### src/rtl/seg_disp_pkg.sv
// seg_disp_pkg: shared scan states and active-low hex segment table for the display drivers
package seg_disp_pkg;
    typedef enum logic {SHOW, BLANK} state_t;
    localparam logic [6:0] SEG_BLANK = 7'h7F;
    localparam logic [6:0] SEG_TABLE [16] = '{
        7'h40, 7'h79, 7'h24, 7'h30, 7'h19, 7'h12, 7'h02, 7'h78,
        7'h00, 7'h10, 7'h08, 7'h03, 7'h46, 7'h21, 7'h06, 7'h0E
    };
endpackage

### src/rtl/hex_seg_decode.sv
// hex_seg_decode: combinational hex nibble to active-low {g,f,e,d,c,b,a} segment pattern
module hex_seg_decode
    import seg_disp_pkg::*;
(
    input  logic [3:0] hex,
    output logic [6:0] seg
);
    assign seg = SEG_TABLE[hex];
endmodule

### src/rtl/seg_mux_n.sv
// seg_mux_n: N-digit multiplexed 7-segment driver with blanking gap; SEG_MUX_DIM_EN adds frame-sampled brightness
module seg_mux_n
    import seg_disp_pkg::*;
#(
    parameter int NUM_DIGITS   = 4,
    parameter int REFRESH_DIV  = 1024,
    parameter int BLANK_CYCLES = 16
) (
    input  logic                    clk,
    input  logic                    reset,
    input  logic [4*NUM_DIGITS-1:0] data_i,
    input  logic                    load_i,
    input  logic [NUM_DIGITS-1:0]   digit_en_i,
`ifdef SEG_MUX_DIM_EN
    input  logic [3:0]              bright_i,
`endif
    output logic [NUM_DIGITS-1:0]   anode_n,
    output logic [6:0]              seg_n,
    output logic                    frame_done,
    output logic                    pending_o
);
    localparam int TMAX  = (REFRESH_DIV > BLANK_CYCLES) ? REFRESH_DIV : BLANK_CYCLES;
    localparam int TW    = $clog2(TMAX > 2 ? TMAX : 2);
    localparam int IW    = $clog2(NUM_DIGITS);
    localparam int BLAST = (BLANK_CYCLES > 0) ? BLANK_CYCLES - 1 : 0;

    state_t                  state, state_nx;
    logic [TW-1:0]           tick, tick_nx;
    logic [IW-1:0]           idx, idx_nx;
    logic                    adv, boundary, lit, on;
    logic [4*NUM_DIGITS-1:0] active, pending;
    logic [6:0]              cur_seg;

    hex_seg_decode u_dec (.hex(active[4*idx +: 4]), .seg(cur_seg));

    // scan position registers
    always_ff @(posedge clk or negedge reset) begin
        if (!reset) begin
            state <= SHOW;
            tick  <= '0;
            idx   <= '0;
        end else begin
            state <= state_nx;
            tick  <= tick_nx;
            idx   <= idx_nx;
        end
    end

    // slot timing: SHOW dwell, optional BLANK gap, digit advance and frame wrap
    always_comb begin
        state_nx = state;
        tick_nx  = tick + 1'b1;
        adv      = 1'b0;
        if (state == SHOW && tick == TW'(REFRESH_DIV - 1)) begin
            tick_nx  = '0;
            adv      = (BLANK_CYCLES == 0);
            state_nx = (BLANK_CYCLES == 0) ? SHOW : BLANK;
        end else if (state == BLANK && tick == TW'(BLAST)) begin
            tick_nx  = '0;
            adv      = 1'b1;
            state_nx = SHOW;
        end
        boundary = adv && idx == IW'(NUM_DIGITS - 1);
        idx_nx   = !adv ? idx : boundary ? '0 : idx + 1'b1;
    end

`ifdef SEG_MUX_DIM_EN
    logic [3:0] bright_q;

    // brightness only changes between frames so a scan never mixes two levels
    always_ff @(posedge clk or negedge reset) begin
        if (!reset)
            bright_q <= 4'hF;
        else if (boundary)
            bright_q <= bright_i;
    end

    assign lit = 32'(tick) < (((32'(bright_q) + 32'd1) * 32'(REFRESH_DIV)) >> 4);
`else
    assign lit = 1'b1;
`endif

    assign on = state == SHOW && digit_en_i[idx] && lit;

    // registered drive: lit digit gets its anode low and decoded segments, otherwise everything dark
    always_ff @(posedge clk or negedge reset) begin
        if (!reset) begin
            anode_n    <= '1;
            seg_n      <= SEG_BLANK;
            frame_done <= 1'b0;
        end else begin
            anode_n    <= on ? ~(NUM_DIGITS'(1) << idx) : '1;
            seg_n      <= on ? cur_seg : SEG_BLANK;
            frame_done <= boundary;
        end
    end

    // double buffer: loads wait in pending and move to active only at the frame wrap
    always_ff @(posedge clk or negedge reset) begin
        if (!reset) begin
            active    <= '0;
            pending   <= '0;
            pending_o <= 1'b0;
        end else if (boundary) begin
            active    <= load_i ? data_i : pending_o ? pending : active;
            pending_o <= 1'b0;
        end else if (load_i) begin
            pending   <= data_i;
            pending_o <= 1'b1;
        end
    end
endmodule

### config.mk
export PLATFORM = sky130hd
export DESIGN_NAME = seg_mux_n
export DESIGN_NICKNAME = d
export VERILOG_FILES = /design/src/rtl/seg_disp_pkg.sv /design/src/rtl/hex_seg_decode.sv /design/src/rtl/seg_mux_n.sv
export SDC_FILE = /design/constraint.sdc
export NUM_CORES = 1
export LEC_CHECK = 0
export BUFFER_PORTS_ARGS = -buffer_cell sky130_fd_sc_hd__buf_2
export CELL_PAD_IN_SITES_DETAIL_PLACEMENT = 1
export CELL_PAD_IN_SITES_GLOBAL_PLACEMENT = 1
export CORE_MARGIN = 3
export CORE_UTILIZATION = 51
export CTS_BUF_LIST = sky130_fd_sc_hd__clkbuf_16
export CTS_CLUSTER_DIAMETER = 100
export DETAILED_ROUTE_END_ITERATION = 6
export HOLD_SLACK_MARGIN = 0.12
export PLACE_DENSITY_LB_ADDON = 0.1
export SLEW_MARGIN = 25
export SYNTH_ARGS = -nofsm -noshare
export SYNTH_HDL_FRONTEND = slang
export SYNTH_SLANG_ARGS = --single-unit
export TNS_END_PERCENT = 5
### constraint.sdc
create_clock -name clk -period 5.8 [get_ports clk]
set_input_delay 0.87 -clock clk [delete_from_list [all_inputs] [get_ports clk]]
set_output_delay 0.87 -clock clk [all_outputs]
set_load 0.005 [all_outputs]
==> flow_summary.yaml <==
global_route:
  antenna_found_initial: 0
  grt-ovfl-total: 0
  grt_max_degree: 59
  grt_pass1_vias: 2038
  grt_pass1_wl_um: 9860
  track_usage: 0.2047
synth:
  yosysUniqueCellTypes: 41
  ys_async_sr_fraction: 1.000
  ys_ff_latch: 58
  synthSimpleGateAreaFrac: 0.09023
  synth_top_family_by_area: "multiplexers"
  synthesis.nets: 241
  syn_area_um2: 2856
  muxShareOfSynthArea: 0.2567
  synth-compound-area-share: 0.03942
  yosys.area.top_type: "dfrtp_1"
  yosys.area_share.adder: 0.04818
  synth_most_common_cell: "dfrtp_1"
  synth_area_leaders: "dfrtp_1, mux2_2, dfstp_2"
  synth-xor-area-share: 0.02146
  synthTopCellsByCount: "dfrtp_1, mux2_2, dfstp_2, ha_1"
  synth_top_area_share: 0.4117
  synth_edf_count: 0
  synth_cells: 207
  ys_seq_area_frac: 0.5129
  synth_warnings: 0
  syn_avg_cell_area_um2: 13.80
  synth_ff_type: "dfrtp_1"
detailed_routing:
  drt_iter0_markers: 48
  vias_per_cell: 5.551
  wl_per_cell_um: 18.58
  via_count: 1782
  dr.pass1.iters: 4
  antenna_left: 0
  remaining_drc_errors: 0
  detail_route.wirelength_um: 5965
sta:
  final_max_slew_viol_count: 0
  holdWs_ns: 0.4897
  finalHoldViolCount: 0
  fin_crit_ns: 2.411
  min_period_over_period: 0.4158
  finClkSkew_ns: 0.006228
  setup_violations: 0
  max_freq_ghz: 0.4147
  slew_headroom: 0.3732
  worstMarginPinSlew_ns: 0.9372
  setup_tns_ns: 0
  rsz0062_at_grt: "false"
clock_tree:
  clkSlewWorstSetupHoldPaths_ns: 0.05
  cts_sinks: 58
  cts_resized: 0
  clockRootBuffer: "clkbuf_16"
  ctsHtreeMaxLevel: 3
  clock_latency_ns: 0.32
  post_cts_buffers: 0
  cts_buffers: 9
  cts_max_path_buffers: 2
  cts_tree: "yes"
  ctsHoldBuffers: 0
pwr:
  switching_share: 0.2159
  power_density_nw_per_um2: 301.7
  combinationalPowerShare: 0.077
  p_sw_uw: 217.8
  irDropWorstVdd_uv: 214.3
  power_frac_seq: 0.434
  p_leak_uw: 0.001479
  power_uw: 1009
  p_clk_frac: 0.490
  internal-power_uw: 790.8
critical_path:
  crit_fanout: 18
  critPathLaunchType: "primary input"
  worstSetupEndpointType: "flop"
  crit_slowest_cell: "nor3_4"
  path_cells: "buf_2 > nor2_1 > nor3_4 > mux2_2"
  timing.critical_path.buf_inv: 1
  arrival_ns: 2.61
  path_class: "primary input to flop"
  slowest_delay_ns: 0.75
  required_ns: 6.00
  cpLargestDelayFamily: "simple AND/OR/NAND/NOR gates"
place:
  dpl_cell_area_um2: 3068
  hpwlAfterDp_um: 4219
  io_buffers: 35
  gp_congestion: 0.8405
cells_and_area:
  syn_to_final_growth_pct: 17.04
  fin_area_um2: 3343
  num_antenna_cells: 0
  drive_gt1_frac: 0.4741
  fillers: 527
  nNetsFinal: 281
hold_path:
  min-delay-path-class: "flop to flop"
flow_run:
  cap_violations: 0
floorplan:
  die_w_um: 80.84
  start_util: 0.5420
  die_h_um: 80.84
  io_pins: 36
  rows: 26
  core_region_area_um2: 5270
  die-area_um2: 6535
status:
  status: "finished, final reports clean"
==> state kept, by name (all words and copies together), names as in the netlist <==
signal      flops
active         16
pending        16
state           1
anode_n         4
pending_o       1
tick           10
seg_n           7
idx             2
frame_done      1
==> power by group through the flow <==
stage / registers [uW] / clock network, uW / logic [uW]
3_3_place_gp: 441 / 0 / 72.4
2_1_floorplan: 441 / 0 / 47.3
4_1_cts: 438 / 498 / 78.8
6_report: 438 / 494 / 77.3
3_5_place_dp: 444 / 0 / 77.6
5_1_grt: 439 / 519 / 85.6
==> cells by family after synthesis <==
kind of cell,Yosys count
muxes,57
AOI/OAI and AO/OA,16
and+or+nand+nor,43
adders and majority gates,11
xor gates and xnor gates,7
buffers and inverters,15
DFF,58
==> per-layer routing <==
layer / track usage / up-vias / share of wire
li1: - / 827 / -
met1: 0.2319 / 896 / 0.42
met2: 0.3563 / 41 / 0.52
met3: 0.04878 / 18 / 0.035
met4: 0.1081 / 0 / 0.033
met5: 0 / - / 0
==> final cells by class <==
type,count,area (um2),share of cell area
tap,70,87.58,0.02620
timing repair buffer,36,182.7,0.05464
clock buffer,9,225.2,0.06737
multi-input combinational,134,1303,0.3896
sequential,58,1465,0.4382
clock inverter,6,50.05,0.01497
inverter,8,30.03,0.008982
==> cell usage in the layout, fill, tap and decap left out, drive strengths merged, types with 2 or more instances in the layout <==
cell type  Yosys  layout
a21oi          4       4
and3           2       2
and4           2       2
buf            5      36
clkbuf         2       9
clkinv         0       4
dfrtp         47      47
dfstp         11      11
ha            11      11
inv            8       9
mux2          50      50
mux2i          2       2
mux4           5       5
nand2         11      11
nand2b         2       2
nand3          5       5
nand4          2       2
nor2          10      10
nor2b          2       2
nor3           2       2
o21ai          4       4
o221ai         4       4
o22ai          2       2
xnor2          2       2
xor2           5       5
==> per-stage QoR <==
stage / utilization / setup WS [ns] / std cells
global placement: 0.5821 / 3.202 / 306
finish: 0.6344 / 3.389 / 321
detailed placement: 0.5821 / 3.044 / 306
CTS: 0.6344 / 3.359 / 321
floorplan: - / 3.649 / 207
global route: 0.6344 / 3.282 / 321
==> final timing paths <==
path,end,from,slack [ns],cells after the start
setup / recovery,active[1],load_i,3.39,4
hold / removal,tick[0],tick[0],0.49,1
setup reg to reg,active[1],tick[0],3.40,5
hold reg to reg,tick[0],tick[0],0.49,1
max in group asynchronous,pending[6],reset,4.63,2
min in group asynchronous,pending[4],reset,0.69,2
==> worst register-to-register path, cell delays in order, from the launching register on <==
cell and delay, ns:
dfrtp_1 0.39, ha_1 0.22, and3_1 0.26, nand2_1 0.19, nor3_4 0.81, mux2_2 0.42
Power figures use the tool's default switching activity.
